### src/rtl/add_sub_pkg.sv
// Shared constants and helpers for the registered mantissa adder/subtractor.
// Operand width, length-port width, opcode encodings and effective-width decode.
package add_sub_pkg;

  localparam int unsigned W  = 16;
  localparam int unsigned LW = 5;

  localparam logic OP_ADD = 1'b1;
  localparam logic OP_SUB = 1'b0;

  // A zero or oversized len selects the full datapath width.
  function automatic logic [LW-1:0] eff_len(input logic [LW-1:0] l);
    if (l == '0 || int'(l) > int'(W)) begin
      return LW'(W);
    end
    return l;
  endfunction

endpackage

### src/rtl/add_sub_prefix_adder.sv
// Combinational Kogge-Stone adder with carry-in; exposes every bit's carry-out.
// c[i] is the carry out of bit i-1, so c[Width] is the full-width carry.
module add_sub_prefix_adder #(
  parameter int unsigned Width = 16
) (
  input  logic [Width-1:0] x,
  input  logic [Width-1:0] y,
  input  logic             cin,
  output logic [Width-1:0] sum,
  output logic [Width:1]   c
);

  localparam int unsigned Levels = $clog2(Width);

  logic [Width-1:0] prop;
  logic [Width-1:0] g [Levels+1];
  logic [Width-1:0] p [Levels];

  assign prop = x ^ y;

  // Folding cin into bit 0's generate makes every prefix carry include it.
  assign g[0] = {x[Width-1:1] & y[Width-1:1], (x[0] & y[0]) | (prop[0] & cin)};
  assign p[0] = prop;

  for (genvar l = 0; l < Levels; l++) begin : g_level
    localparam int unsigned Dist = 1 << l;
    for (genvar i = 0; i < Width; i++) begin : g_bit
      if (i >= Dist) begin : g_merge
        assign g[l+1][i] = g[l][i] | (p[l][i] & g[l][i-Dist]);
        if (l < Levels - 1) begin : g_prop
          assign p[l+1][i] = p[l][i] & p[l][i-Dist];
        end
      end else begin : g_pass
        assign g[l+1][i] = g[l][i];
        if (l < Levels - 1) begin : g_prop
          assign p[l+1][i] = p[l][i];
        end
      end
    end
  end

  assign sum = prop ^ {g[Levels][Width-2:0], cin};
  assign c   = g[Levels];

endmodule

### src/rtl/add_sub.sv
// Registered unsigned add / sign-magnitude subtract over a runtime-selected width.
// Mantissa add/subtract stage of the half-precision floating-point adder.
module add_sub
  import add_sub_pkg::*;
(
  input  logic          clk,
  input  logic          rst,
  input  logic [W-1:0]  a,
  input  logic [W-1:0]  b,
  input  logic          sgn,
  input  logic [LW-1:0] len,
  output logic [W-1:0]  ans,
  output logic          neg,
  output logic          cout
);

  logic [LW-1:0] n;
  logic [W-1:0]  mask;
  logic [W-1:0]  a_m;
  logic [W-1:0]  b_m;
  logic [W-1:0]  y;
  logic          cin;
  logic [W-1:0]  d_raw;
  logic [W-1:0]  d;
  logic [W:1]    c_main;
  logic          carry;
  logic [W-1:0]  nd_raw;
  logic [W:1]    c_neg;
  logic          unused_neg_carries;

  logic [W-1:0]  ans_d, ans_q;
  logic          neg_d, neg_q;
  logic          cout_d, cout_q;

  assign n = eff_len(len);

  always_comb begin
    mask = '0;
    for (int i = 0; i < int'(W); i++) begin
      mask[i] = (i < int'(n));
    end
  end

  assign a_m = a & mask;
  assign b_m = b & mask;
  assign y   = (sgn == OP_ADD) ? b_m : ~b_m;
  assign cin = (sgn == OP_SUB);

  add_sub_prefix_adder #(
    .Width (W)
  ) u_main (
    .x   (a_m),
    .y   (y),
    .cin (cin),
    .sum (d_raw),
    .c   (c_main)
  );

  // Bits above n are garbage from ~b_m; the carry at n-1 does not see them.
  assign d     = d_raw & mask;
  assign carry = c_main[n];

  add_sub_prefix_adder #(
    .Width (W)
  ) u_neg (
    .x   (~d),
    .y   ({W{1'b0}}),
    .cin (1'b1),
    .sum (nd_raw),
    .c   (c_neg)
  );

  assign unused_neg_carries = ^c_neg;

  always_comb begin
    ans_d  = d;
    neg_d  = 1'b0;
    cout_d = 1'b0;
    unique case (sgn)
      OP_ADD: cout_d = carry;
      OP_SUB: begin
        // No borrow-free carry means a_m < b_m; report |d| with a sign flag.
        if (!carry) begin
          ans_d = nd_raw & mask;
          neg_d = 1'b1;
        end
      end
      default: ;
    endcase
  end

  always_ff @(posedge clk) begin
    if (rst) begin
      ans_q  <= '0;
      neg_q  <= 1'b0;
      cout_q <= 1'b0;
    end else begin
      ans_q  <= ans_d;
      neg_q  <= neg_d;
      cout_q <= cout_d;
    end
  end

  assign ans  = ans_q;
  assign neg  = neg_q;
  assign cout = cout_q;

endmodule

### config.mk
export PLATFORM = sky130hd
export DESIGN_NAME = add_sub
export DESIGN_NICKNAME = d
export VERILOG_FILES = /design/src/rtl/add_sub_pkg.sv /design/src/rtl/add_sub_prefix_adder.sv /design/src/rtl/add_sub.sv
export SDC_FILE = /design/constraint.sdc
export NUM_CORES = 1
export LEC_CHECK = 0
export BUFFER_PORTS_ARGS = -buffer_cell sky130_fd_sc_hd__clkbuf_2
export CORE_MARGIN = 2
export CORE_UTILIZATION = 60
export DETAILED_ROUTE_END_ITERATION = 7
export PLACE_DENSITY = 0.83
export REMOVE_ABC_BUFFERS = 1
export SLEW_MARGIN = 20
export SYNTH_ARGS = -nofsm -noshare
export SYNTH_HDL_FRONTEND = slang
export SYNTH_HIERARCHICAL = 1
export SYNTH_SLANG_ARGS = --single-unit
### constraint.sdc
create_clock -name clk -period 10.83 [get_ports clk]
set_input_delay 2.166 -clock clk [delete_from_list [all_inputs] [get_ports clk]]
set_output_delay 2.166 -clock clk [all_outputs]
set_load 0.005 [all_outputs]
==> summary.md <==
| Metric | Value |
|---|---|
| Status | finished, final reports clean |
| Number of nets with antenna violations after routing | 0 |
| Initial cell density of the core | 63.11% |
| Crit path max-delay family | compound AO/OA/AOI/OAI gates |
| Number of port buffers | 57 |
| Global-route wire length before repair | 13.74 mm |
| I/O pin count | just under 60 |
| Type of origin of the critical path | input port |
| Row cnt | 26 |
| Crit path DAT | approximately 7600 ps |
| Placed wire-length estimate | roughly 6.6 mm |
| Ordered cell list for the critical path | clkbuf_2 -> nor2_1 -> nand2_1 -> ha_1 -> and4_1 -> nand2_1 -> nand2_1 -> xnor2_1 -> fa_1 -> inv_1 -> fa_1 -> and2b_1 -> o2111ai_2 -> a21oi_1 -> o211ai_1 -> nand2_1 -> mux4_2 -> a32oi_1 -> o311a_1 -> mux2i_1 |
| H-tree levels | 1 |
| Number of post-CTS setup repair buffers | 0 |
| Vias in the first global route | 3033 |
| Pleak | ~1.8 nW |
| Final #Nets | 574 |
| Max-Cap Viols | 0 |
| DR WL/cell | 14.37 um |
| P&R area growth vs syn | 10.69% |
| Worst VDD drop | 0.06420 mV |
| Biggest cell delay along the critical path | 910 ps |
| Most frequent cell on the critical path | sky130_fd_sc_hd__nand2_1 |
| Buffers and inverters on the worst path | 2 |
| Worst-case setup margin in the final layout | approximately 3500 ps |
| Most used cells in the layout excluding fill and tap cells | 90 x sky130_fd_sc_hd__nand2_1, 57 x sky130_fd_sc_hd__clkbuf_2, 33 x sky130_fd_sc_hd__a21oi_1 |
| Total number of vias | 3339 |
| Initial antenna violation count | 0 |
| Post-route setup TNS | 0 ps |
| Clock Path Buffers | 2 |
| CTS root buffer | sky130_fd_sc_hd__clkbuf_8 |
| RSZ-0062 raised after global routing | no |
| Crit path max-delay cell type | sky130_fd_sc_hd__o311a_1 |
| Global Route Usage Sum | 27.58% |
| Synth Instances | 443 |
| Pins Over Slew Limit | 0 |
| Final Hold Viols | 0 |
| Mean post-synth cell area | about 7.4 sq um |
| Ant. Diodes | 0 |
| Detailed-route wire length | about 8.2 mm |
| Maximum number of pins on one net before global-route repair | 26 |
| Clock transition at the registers of the reported paths | 70 ps |
| Die Span X | 77.76 um |
| Average vias per placed instance | between 5 and 6 |
| Most common library cell in the layout ignoring fill and taps | sky130_fd_sc_hd__nand2_1 |
| Last weighted congestion value of the routability-driven placer | a little under 1 |
| Number of buffers created by CTS | 3 |
| Crit-path max FO | 25 |
| Endpoint required time on the critical path | roughly 11000 ps |
| Hold-fix buffer count after cts | 0 |
| Post-placement setup slack | approximately 3300 ps |
| Class of the tightest hold or removal check | input port to flop |
| Achievable frequency | around 0.14 GHz |
| WS Path Type | input port to flop |
| Final-layout fill cell count | 443 |
| Number of resized instances in the post-cts repair step | 0 |
| Count of routing violations after the opening detailed-route iteration | between 200 and 300 |
| Clock sink count | 18 |
| Proportion of layout cells with a drive suffix above 1 | roughly 16% |
| Smallest hold slack | roughly 2400 ps |
| Core occupancy in the finished layout | 69.86% |
| Max-slew headroom | between 30% and 40% |
| Synthesis Warnings | 6 |
| Total Die Area | approximately 0.0060 sq mm |
| Cell area after synthesis | approximately 0.0033 sq mm |
| Core box area | 0.005172 sq mm |
| Power per cell area | between 100 and 150 mW/mm^2 |
| Element type at the critical path end | flop |
| Clock tree from TritonCTS | done |
| Length of the first detailed-routing pass in iterations | 5 |
| Setup-failing EPs final | 0 |
| Measured slew at the worst slew-check pin | around 1000 ps |
| Remaining global-route overflow | 0 |
| Die extent in y | approximately 78 um |
| Total DRC errors in the routed layout | 0 |
| Min Tclk post-route | 7365 ps |
| Fraction of the cycle the final worst path needs | approximately 68% |
==> where the power goes <==
part	leakage (nW)	internal (W)	switching [W]	total (W)
Clock	0.0288	0.0000323	0.0000237	0.0000560
Combinational	1.59	0.000149	0.000205	0.000354
Sequential	0.148	0.0000798	0.00000296	0.0000828
==> area by class of cell <==
type                            count  area, sq um  share of cell area, %
Sequential cell                    18        360.3                  9.972
Inverter                           18        67.56                  1.870
Clock buffer                        4        55.05                  1.524
Tap cell                           70        87.58                  2.424
Timing Repair Buffer               58        292.8                  8.102
Multi-Input combinational cell    400         2750                  76.11
==> sequential cells by signal, summed over array words and instances, names as in the netlist <==
signal / flops
neg: 1
ans: 16
cout: 1
==> per-stage QoR <==
| stage | instances | instance area (sq um) | total power (W) |
|---|---|---|---|
| 2_1_floorplan | 436 | 3178 | 0.0003496 |
| 3_3_place_gp | 564 | 3558 | 0.0004154 |
| 3_5_place_dp | 564 | 3558 | 0.0004250 |
| 4_1_cts | 568 | 3613 | 0.0004816 |
| 5_1_grt | 568 | 3613 | 0.0005377 |
| 6_report | 568 | 3613 | 0.0004929 |
==> metal layers <==
layer / global-route usage [%] / routed length (um) / vias up
met4: 6.429 / 116 / 0
met5: 0 / 0 / -
met1: 37.91 / 3708 / 1514
met3: 2.442 / 579 / 14
met2: 46.47 / 3755 / 146
li1: - / - / 1665
==> final timing paths <==
path  startpoint                 to  slack (ps)  cells after the start
max       len[1]  ans[8]$_SDFF_PP0_        3470                     20
min          rst     neg$_SDFF_PP0_        2390                      2
No activity file was read; power rests on OpenSTA's default activity.
